<file path="src/rtl/test_frame_checker_pkg.sv">
// Shared tester definitions: test-frame identity, header layout, payload pattern
// and the per-port statistics record read by the test controller.
package test_frame_checker_pkg;

  localparam int unsigned DEF_MAX_FRAME_BYTES  = 8191;
  localparam int unsigned MIN_TEST_FRAME_BYTES = 40;
  localparam int unsigned HEADER_BYTES         = 34;
  localparam logic [15:0] ETHERTYPE_IPV4_LE    = 16'h0008;
  localparam logic [7:0]  TEST_FRAME_TOS       = 8'hDE;
  localparam logic [7:0]  TEST_FRAME_PROTO     = 8'hFD;

  // Wire byte 0 sits at the LSB, so multi-byte fields read byte-swapped.
  typedef struct packed {
    logic [31:0] dst_ip;
    logic [31:0] src_ip;
    logic [15:0] checksum;
    logic [7:0]  proto;
    logic [7:0]  ttl;
    logic [15:0] frag;
    logic [15:0] id;
    logic [15:0] total_len;
    logic [7:0]  tos;
    logic [3:0]  version;
    logic [3:0]  ihl;
  } ip_header_t;

  typedef struct packed {
    ip_header_t  ip;
    logic [15:0] ether_type;
    logic [47:0] src_mac;
    logic [47:0] dst_mac;
  } frame_header_t;

  typedef struct packed {
    logic [31:0] err_bytes;
    logic [31:0] err_frames;
    logic [31:0] recv_bytes;
    logic [31:0] recv_frames;
  } port_result_t;

  // Payload byte at frame offset n is n mod 256; only the low offset byte matters.
  function automatic logic [7:0] payload_byte(input logic [7:0] offset_lo);
    return offset_lo;
  endfunction

endpackage

</file>
<file path="src/rtl/test_frame_checker_checksum.sv">
// IPv4 header checksum over the captured header, checksum field treated as zero.
// Works on in-register (byte-swapped) words; the one's complement sum is swap-invariant.
module ip_header_checksum
  import test_frame_checker_pkg::*;
(
  input  ip_header_t  i_header,
  output logic [15:0] o_checksum
);

  logic [159:0] w_bits;
  logic [19:0]  w_sum;
  logic [16:0]  w_fold1;
  logic [15:0]  w_fold2;

  assign w_bits = i_header;

  always_comb begin
    w_sum = '0;
    for (int i = 0; i < 10; i++) begin
      if (i != 5) w_sum = w_sum + {4'b0, w_bits[16*i +: 16]};
    end
  end

  // Nine words fit in 20 bits; two folds absorb every end-around carry.
  assign w_fold1    = {1'b0, w_sum[15:0]} + {13'b0, w_sum[19:16]};
  assign w_fold2    = w_fold1[15:0] + {15'b0, w_fold1[16]};
  assign o_checksum = ~w_fold2;

endmodule

</file>
<file path="config.mk">
export PLATFORM = sky130hd
export DESIGN_NAME = ip_header_checksum
export DESIGN_NICKNAME = d
export VERILOG_FILES = /design/src/rtl/test_frame_checker_pkg.sv /design/src/rtl/test_frame_checker_checksum.sv
export SDC_FILE = /design/constraint.sdc
export NUM_CORES = 1
export LEC_CHECK = 0
export CAP_MARGIN = 20
export CORE_ASPECT_RATIO = 1.25
export CORE_MARGIN = 10
export CORE_UTILIZATION = 47
export DETAILED_ROUTE_END_ITERATION = 10
export PLACE_DENSITY = 0.93
export SYNTH_ARGS = -nofsm -noshare
export SYNTH_HDL_FRONTEND = slang
export SYNTH_SLANG_ARGS = --single-unit
</file>
<file path="constraint.sdc">
create_clock -name vclk -period 12.9
set_input_delay 2.58 -clock vclk [all_inputs]
set_output_delay 2.58 -clock vclk [all_outputs]
set_load 0.01 [all_outputs]
</file>
# Word level (Yosys, flattened, before mapping)
# Cells that the tools add are included.
[totals]
register_bits = 0
latchBits = 0
ramBits = 0
rom_bits = 0
input_bits = 160
word_cells = 11
n_memories = 0
[op_classes]
addsub = 10
n_mul = 0
div_mod_pow = 0
n_lt_le_gt_ge = 0
eq_ne = 0
shift = 0
muxes = 0
n_bitwise = 1
n_reduce_logical = 0
[op_table]
columns = ["cell", "n"]
rows = [
  ["adder 20 x 16 -> 20 bit", 4],
  ["adder 19 x 16 -> 20 bit", 1],
  ["adder 18 x 16 -> 19 bit", 1],
  ["adder 17 x 16 -> 18 bit", 1],
  ["adder 16 x 16 -> 17 bit", 1],
  ["adder 16 x 4 -> 17 bit", 1],
  ["adder 16 x 1 -> 16 bit", 1],
  ["NOT 16 bit", 1],
]

# Depth between registers and ports, before layout
# Gate-level depths: netlist of run 1.
[logic_depth]
word_depth = 11
ltp_mapped = 36
depth_no_buf = 36

# Least setup slack after synthesis of run 1
# OpenSTA, ideal clock, no wires.
[synth_path]
kind = "input-to-output"
startpoint = "input port i_header[2] (netlist bit)"
endpoint = "output port o_checksum[15]"
arrival_time_ps = 9557
required_time_ps = 10320
setup_slack_ps = 763
stages = 33
path_buffers = 0
path_cell_list = "inv_1 > fa_1 > inv_1 > fa_1 > fa_1 > inv_1 > fa_1 > inv_1 > ha_1 > inv_1 > fa_1 > nand2b_2 > a21oi_1 > o211ai_1 > a21oi_1 > o21ai_0 > a21boi_0 > or4_1 > nand3_1 > ha_1 > nor2b_1 > o211a_1 > nand4_1 > nor3_1 > and3_1 > ha_1 > nand3_1 > nor3_1 > nand2_1 > or4_4 > a2111oi_4 > nand2_1 > xor2_1"
[synth_between]
elab_chain_len = 11
[synth_lines]
columns = ["element", "line_no", "rtl"]
rows = [
  ["start: declaration", "test_frame_checker_checksum.sv:6", "input ip_header_t i_header,"],
  ["adder 16 x 16 -> 17 bit", "test_frame_checker_checksum.sv:20", "if (i != 5) w_sum = w_sum + {4'b0, w_bits[16*i +: 16]};"],
  ["adder 17 x 16 -> 18 bit", "test_frame_checker_checksum.sv:20", ""],
  ["adder 18 x 16 -> 19 bit", "test_frame_checker_checksum.sv:20", ""],
  ["adder 19 x 16 -> 20 bit", "test_frame_checker_checksum.sv:20", ""],
  ["adder 20 x 16 -> 20 bit (4 in a row)", "test_frame_checker_checksum.sv:20", ""],
  ["adder 16 x 4 -> 17 bit", "test_frame_checker_checksum.sv:25", "assign w_fold1 = {1'b0, w_sum[15:0]} + {13'b0, w_sum[19:16]};"],
  ["adder 16 x 1 -> 16 bit", "test_frame_checker_checksum.sv:26", "assign w_fold2 = w_fold1[15:0] + {15'b0, w_fold1[16]};"],
  ["NOT 16 bit", "test_frame_checker_checksum.sv:27", "assign o_checksum = ~w_fold2;"],
  ["end: declaration", "test_frame_checker_checksum.sv:7", "output logic [15:0] o_checksum"],
]
# Every way passes these cells.

# Worst setup path after layout of run 1
[layout_path]
startpoint = "input port i_header[3] (netlist bit)"
endpoint = "output port o_checksum[13]"
# Same word-level chain as after synthesis.

==> metrics, run 1 <==
slowest stage cell, crit path sky130_fd_sc_hd__or4_4; required time at the worst-slack endpoint 10320 ps; most used cell along the critical path sky130_fd_sc_hd__fa_2; count of max-cap constraint violations 0; first-pass GRT wire length 21220 um; Sequential Area 0 sq um; Hold/Removal Path Class input pin to primary output; count of distinct cell types in the synthesized netlist 58; Overall Global Routing Usage 0.1851; share of the clock period used by the worst path 0.9848; leading cell type by number of instances after synthesis sky130_fd_sc_hd__inv_1; top post-synthesis cells by area sky130_fd_sc_hd__fa_1 50%, sky130_fd_sc_hd__inv_1 14%, sky130_fd_sc_hd__ha_1 7.6%; area grow syn2layout 57.89%; number of nets still failing antenna checks after routing 0; area of the multi-input gates 0.004100 sq mm; buffering stage count on the worst path with inverters included 7; final number of hold-violating endpoints 0; DRT iter0 DRCs 133; final estimated routing congestion in global placement 0.8719; wirelength, routed 14060 um; longest individual stage delay on the worst path 570 ps; count of pins on the block boundary between 150 and 200; # port buffers between 150 and 200; unrepaired setup endpoints after global routing yes; number of DRC violations after detailed routing 0; sum of negative setup slack 0 ps; slew margin rel. 0.5502; router iterations before antenna repair 4; sequential element share of the synthesized area 0; number of antenna violations at the first check in global routing 0; filler cell count in the final layout roughly 570; commonest cells in the netlist 169 x sky130_fd_sc_hd__inv_1, 111 x sky130_fd_sc_hd__fa_1, 27 x sky130_fd_sc_hd__ha_1; overflow left after global routing 0; startpoint class of the critical path input pin; Die Footprint 0.01373 sq mm; Synth warnings 0; Worst-Margin Slew around 670 ps; via count 4156; number of standard cells in the final layout excluding fillers around 830; largest family of logic cells by synthesized area adder cells; initial core utilization 0.4830; endpoint class of the critical path primary output; Simple-Gate Fraction of Synth Area 0.1048; average size of a mapped cell a little over 9 sq um; XOR/XNOR Fraction of Synth Area 0.04716; CTS Hold Bufs 0; fraction of final layout cells sized beyond drive strength 1 0.2330; multiplexer area fraction after synthesis 0.002542; largest area contributor in the netlist sky130_fd_sc_hd__fa_1; Synthesized Nets 784; half-perimeter wire length after placement about 12000 um; clock tree buffer count of the final layout 0; Critical Path Fanout Max 4; run status finished, final reports clean; wire length per cell after detailed routing around 17 um; Vias/cell between 5 and 6; number of placed cells counting well taps 814; portion of synthesized cell area occupied by the leading cell type 0.5016; number of global-route vias before repair 4730; core footprint 0.009174 sq mm; gate count after technology mapping 486; cell class contributing the biggest share of worst-path delay adder cells; data arrival at the endpoint of the critical path 10120 ps; total inserted antenna cells 0; max frequency 78.72 MHz; nets@finish between 1000 and 1500; number of failing setup endpoints in the final timing report 0; start-to-end type of the worst setup path input pin to primary output; maximum number of pins on one net before global-route repair 9; Netlist Area Pre-Place ~0.0044 sq mm; adder and majority gate portion of the synthesized area 0.5778; post-synthesis compound-gate area fraction 0.1226; Final min period 12700 ps; number of placement rows 39; width of the chip 106.8 um; flip-flop and latch count 0; Final Max Tran Viols 0; floorplan die height 128.6 um
-- metal layers --
| layer | track usage | vias to the layer above | wire [um] |
|---|---|---|---|
| met5 | 0 | - | 0 |
| met4 | 0.02873 | 0 | 348 |
| met3 | 0.03796 | 34 | 889 |
| met2 | 0.3854 | 166 | 8035 |
| met1 | 0.1820 | 2050 | 4789 |
| li1 | - | 1906 | - |
-- final timing paths --
check                         from              to  cells after the start
worst max-delay path   i_header[3]  o_checksum[13]                     34
worst min-delay path  i_header[96]   o_checksum[0]                      8
-- placed cells by master, fill, tap and decap left out, types with 3 or more instances in the layout --
| master | n |
|---|---|
| sky130_fd_sc_hd__nor2_1 | 14 |
| sky130_fd_sc_hd__fa_2 | 13 |
| sky130_fd_sc_hd__xor2_1 | 7 |
| sky130_fd_sc_hd__o21ai_0 | 6 |
| sky130_fd_sc_hd__buf_6 | 3 |
| sky130_fd_sc_hd__o211ai_1 | 4 |
| sky130_fd_sc_hd__clkdlybuf4s50_1 | 128 |
| sky130_fd_sc_hd__a2111oi_4 | 3 |
| sky130_fd_sc_hd__inv_2 | 26 |
| sky130_fd_sc_hd__a211oi_2 | 3 |
| sky130_fd_sc_hd__nand2_1 | 17 |
| sky130_fd_sc_hd__nand2b_1 | 3 |
| sky130_fd_sc_hd__dlymetal6s2s_1 | 24 |
| sky130_fd_sc_hd__dlygate4sd2_1 | 4 |
| sky130_fd_sc_hd__nor2b_1 | 3 |
| sky130_fd_sc_hd__ha_4 | 9 |
| sky130_fd_sc_hd__or3_1 | 4 |
| sky130_fd_sc_hd__and3_1 | 3 |
| sky130_fd_sc_hd__nand4_1 | 3 |
| sky130_fd_sc_hd__ha_2 | 3 |
| sky130_fd_sc_hd__a21oi_1 | 9 |
| sky130_fd_sc_hd__xnor2_1 | 15 |
| sky130_fd_sc_hd__nor3b_1 | 4 |
| sky130_fd_sc_hd__ha_1 | 15 |
| sky130_fd_sc_hd__nor3_1 | 5 |
| sky130_fd_sc_hd__o21a_1 | 4 |
| sky130_fd_sc_hd__o21ai_2 | 7 |
| sky130_fd_sc_hd__inv_1 | 143 |
| sky130_fd_sc_hd__nor3_2 | 3 |
| sky130_fd_sc_hd__nand3_1 | 7 |
| sky130_fd_sc_hd__buf_4 | 58 |
| sky130_fd_sc_hd__a21oi_2 | 4 |
| sky130_fd_sc_hd__fa_1 | 98 |
-- layout make-up --
cell class         instances  share of cell area
multi-input cells        315              0.5861
inverters                169             0.09068
repair buffers           220              0.3012
well taps                123             0.02200
-- cell families (layout without fill, tap and decap cells) --
kind of cell,after synthesis,after routing
mux,1,1
buf+inv,171,389
compound gates,67,67
simple gates,86,86
fa+ha+maj,138,138
xor+xnor,23,23
-- through the flow --
step	hold slack [ps]	setup WS (ps)	utilization	cell area, sq um
CTS	6748	1.180	0.7171	6579
global route	6700	-74.35	0.7625	6995
finish	6627	196.5	0.7625	6995
global placement	6737	-526.0	0.7118	6530
detailed placement	6748	-709.4	0.7118	6530
floorplan	5694	762.9	-	4431
-- timing repair --
action                     CTS  global route
pin swaps                   12            78
setup endpoints to repair   10            12
gates resized for setup     37           106
setup buffers                2            11
Power of run 1 is left out: the tool's default activity adds up to more than one toggle a clock period on the data nets, which glitch-free logic cannot reach.
==> run 2: changes to the inputs <==
Settings changed: CORE_UTILIZATION 47 to 60, DONT_BUFFER_PORTS set to 1, PLACE_DENSITY 0.93 to not set, PLACE_DENSITY_LB_ADDON set to 0.08.
==> run 2 against run 1 <==
Compared with the run above: flip-flop and latch count stayed put; non-clock buffer count fell by 206; fmax increased by 1.8%; highest routed layer is now met3.
==> metrics, run 2 (synthesis results as in run 1) <==
run status finished, final reports clean; wire length per cell after detailed routing 15.09 um (-11%); start-to-end type of the worst setup path input pin to primary output; slew margin rel. 0.5307 (-0.01949); area grow syn2layout 7.004%; max frequency 80.11 MHz (+1.8%); core footprint 0.007062 sq mm (-23%); final number of hold-violating endpoints 0 (unchanged); share of the clock period used by the worst path 0.9676 (-0.01712); number of failing setup endpoints in the final timing report 0 (unchanged); leading cell type in the layout, fill and taps excluded sky130_fd_sc_hd__inv_1; width of the chip 96.86 um (-9.3%); half-perimeter wire length after placement 8663 um (-26%); count of pins on the block boundary 176 (unchanged); startpoint class of the critical path input pin; fraction of final layout cells sized beyond drive strength 1 0.1145 (-0.1185); Final min period 12480 ps (-220.8 ps); number of nets still failing antenna checks after routing 0 (unchanged); Critical Path Fanout Max 4 (unchanged); flip-flop and latch count 0 (unchanged); wirelength, routed 8873 um (-37%); post-route cell area 0.004741 sq mm (-32%); Final Max Tran Viols 0 (unchanged); floorplan die height 116.1 um (-9.7%); hold slack final 5799 ps (-827.6 ps); longest individual stage delay on the worst path 580 ps (about the same); number of antenna violations at the first check in global routing 0 (unchanged); CTS Hold Bufs 0 (unchanged); slack of the critical path 417.3 ps (+220.8 ps); first-pass GRT wire length 15420 um (-27%); Die Footprint 0.01124 sq mm (-18%); count of max-cap constraint violations 0 (unchanged); most used cell along the critical path sky130_fd_sc_hd__inv_1; router iterations before antenna repair 4 (unchanged); # port buffers 0 (-100%); initial core utilization 0.6274 (+0.1444); nets@finish 798 (-21%); number of placement rows 34 (-13%); leading cell types in the layout, fill and taps excluded 169 x sky130_fd_sc_hd__inv_1, 109 x sky130_fd_sc_hd__fa_1, 23 x sky130_fd_sc_hd__ha_1; Hold/Removal Path Class input pin to primary output; DRT iter0 DRCs 66 (-50%); maximum number of pins on one net before global-route repair 10 (+1); via count 3138 (-24%); endpoint class of the critical path primary output; Sequential Area 0 sq um (unchanged); slowest stage cell, crit path sky130_fd_sc_hd__or4_4; required time at the worst-slack endpoint 10320 ps (about the same); number of DRC violations after detailed routing 0 (unchanged); Vias/cell 5.337 (+6.2%); total inserted antenna cells 0 (unchanged); post-placement worst setup slack 47.03 ps (+756.5 ps); data arrival at the endpoint of the critical path 9900 ps (-220 ps); clock tree buffer count of the final layout 0 (unchanged); overflow left after global routing 0 (unchanged); Overall Global Routing Usage 0.1593 (-0.02583); number of global-route vias before repair 3543 (-25%); Worst-Margin Slew 698.9 ps (+25.67 ps); total placed instance area 0.004624 sq mm (-29%); final estimated routing congestion in global placement 0.7905 (-9.3%); final core utilization 0.6713 (-0.09122)
-- run 2: area by class of cell --
| type | instances | area [sq um] |
|---|---|---|
| multi-input combinational | 315 | 3889 |
| fill | 608 | 2321 |
| inverter | 169 | 634.4 |
| tap | 90 | 112.6 |
| timing repair buffer | 14 | 105.1 |
-- run 2: metal layers --
metal  up-vias  global-route usage  routed length, um
li1       1490                   -                  -
met1      1561              0.1734               3217
met2        87              0.3250               5163
met3         0             0.02978                493
met4         0            0.006897                  0
met5         -                   0                  0
-- run 2: worst max-delay path: cells and delay by family --
family | cells | cell delay, ps
xor+xnor | 1 | 160
simple gates | 13 | 2150
fa+ha+maj | 9 | 3340
compound gates | 6 | 1170
buf+inv | 7 | 480
-- run 2: final timing paths --
check / startpoint / endpoint / slack (ps) / depth (start not counted)
min: i_header[144] / o_checksum[0] / 5800 / 5
max: i_header[2] / o_checksum[15] / 420 / 36
-- run 2: what timing repair did --
action                                  in CTS  in global routing
resized for setup                            0                 27
buffers inserted                             0                  2
endpoints found under the setup margin       0                  8
-- run 2: per-stage QoR --
step / TNS (ps) / instances
floorplan: 0 / 486
global placement: 0 / 586
detailed placement: 0 / 586
CTS: 0 / 586
global route: -0.8686 / 588
finish: 0 / 588
Power of run 2 is left out for the same reason.
==> run 3: changes to the inputs <==
Settings changed: CORE_MARGIN 10 to 2, SLEW_MARGIN set to 20.
==> run 3 against run 2 <==
Compared with the run above: sequential share of layout area stayed put; fmax shrank 0.14%; die area decreased by 28%; final cell count down 0.17%; global-route usage increased by 3.9 points; worst setup slack got worse by 18 ps; design area is 1.3% lower; via count down 0.67%; critical endpoint unchanged; critical path depth is the same; utilization down 2.8 points; clock-buffer cell count did not move.
==> metrics, run 3 (synthesis results as in run 1) <==
run status finished, final reports clean; width of the chip 80.86 um (-17%); slowest stage cell, crit path sky130_fd_sc_hd__or4_4; number of failing setup endpoints in the final timing report 0 (unchanged); initial core utilization 0.6095 (-0.01793); slew margin rel. 0.5576 (+0.02684); number of nets still failing antenna checks after routing 0 (unchanged); total inserted antenna cells 0 (unchanged); area grow syn2layout 5.564%; endpoint class of the critical path primary output; Hold/Removal Path Class input pin to primary output; Vias/cell 5.310 (-0.50%); Worst-Margin Slew 658.9 ps (-39.98 ps); clock tree buffer count of the final layout 0 (unchanged); # port buffers 0 (unchanged); floorplan die height 100.1 um (-14%); count of max-cap constraint violations 0 (unchanged); number of global-route vias before repair 3355 (-5.3%); number of placed cells counting well taps 587 (+0.17%); flip-flop and latch count 0 (unchanged); overflow left after global routing 0 (unchanged); Final Max Tran Viols 0 (unchanged); most used cell along the critical path sky130_fd_sc_hd__inv_1; number of antenna violations at the first check in global routing 0 (unchanged); max frequency 80.00 MHz (-0.14%); wirelength, routed 7517 um (-15%); number of standard cells in the final layout excluding fillers 587 (-0.17%); final estimated routing congestion in global placement 0.7813 (-1.2%); share of the clock period used by the worst path 0.9690 (+0.001367); data arrival at the endpoint of the critical path 9920 ps (+20 ps); CTS Hold Bufs 0 (unchanged); Final min period 12500 ps (+17.63 ps); instance count along the most critical hold path 5 (unchanged); count of pins on the block boundary 176 (unchanged); number of placement rows 35 (+2.9%); half-perimeter wire length after placement 7295 um (-16%); maximum number of pins on one net before global-route repair 10 (unchanged); fraction of final layout cells sized beyond drive strength 1 0.09091 (-0.02355); router iterations before antenna repair 4 (unchanged); Overall Global Routing Usage 0.1986 (+0.03924); final number of hold-violating endpoints 0 (unchanged); via count 3117 (-0.67%); Die Footprint 0.008092 sq mm (-28%); leading cell types in the layout, fill and taps excluded 169 x sky130_fd_sc_hd__inv_1, 110 x sky130_fd_sc_hd__fa_1, 26 x sky130_fd_sc_hd__ha_1; number of DRC violations after detailed routing 0 (unchanged); startpoint of the worst hold path i_header[144]; first-pass GRT wire length 13180 um (-15%); required time at the worst-slack endpoint 10320 ps (about the same); wire length per cell after detailed routing 12.81 um (-15%); core footprint 0.007269 sq mm (+2.9%); Critical Path Fanout Max 4 (unchanged); DRT iter0 DRCs 50 (-24%); leading cell type in the layout, fill and taps excluded sky130_fd_sc_hd__inv_1; nets@finish 795 (-0.38%); Hold EP o_checksum[0]; startpoint class of the critical path input pin; longest individual stage delay on the worst path 570 ps (about the same); Sequential Area 0 sq um (unchanged); start-to-end type of the worst setup path input pin to primary output
-- run 3: cell type report --
cell class                 count  area [sq um]
inverter                     169         634.4
tap                           92         115.1
fill                         642          2592
multi-input combinational    315          3845
timing repair buffer          11         82.58
-- run 3: worst max path at each step --
stage	end	from	slack [ps]
6_report	o_checksum[15]	i_header[2]	400
4_1_cts	o_checksum[15]	i_header[2]	20
5_1_grt	o_checksum[15]	i_header[2]	-3
3_5_place_dp	o_checksum[15]	i_header[2]	50
3_3_place_gp	o_checksum[15]	i_header[2]	140
2_1_floorplan	o_checksum[15]	i_header[2]	760
-- run 3: worst max-delay path: cells and delay by family --
| kind | cells | cell delay [ps] |
|---|---|---|
| AOI/OAI and AO/OA | 6 | 1160 |
| and+or+nand+nor | 13 | 2200 |
| adders and majority gates | 9 | 3340 |
| buffers and inverters | 7 | 480 |
| xor gates and xnor gates | 1 | 150 |
-- run 3: routing by layer --
metal	vias up	global-route usage	part of all wire
met1	1526	0.2186	0.36
met5	-	0	0
met3	4	0.01439	0.049
met4	0	0.01043	0.0063
li1	1487	-	-
met2	100	0.4183	0.59
-- run 3: per-stage QoR --
stage	hold WS, ps	TNS [ps]	utilization	setup WS, ps	area [sq um]
finish	5744	0	0.6434	399.7	4677
global route	5782	-2.585	0.6434	-2.585	4677
CTS	5757	0	0.6355	15.04	4619
detailed placement	5757	0	0.6355	46.15	4619
global placement	5752	0	0.6355	138.5	4619
floorplan	5694	0	-	762.9	4431
-- run 3: repair_timing --
action	4_1_cts	5_1_grt
gates resized for setup	0	17
setup endpoints to repair	0	8
setup buffers	0	0
Power of run 3 is left out for the same reason.
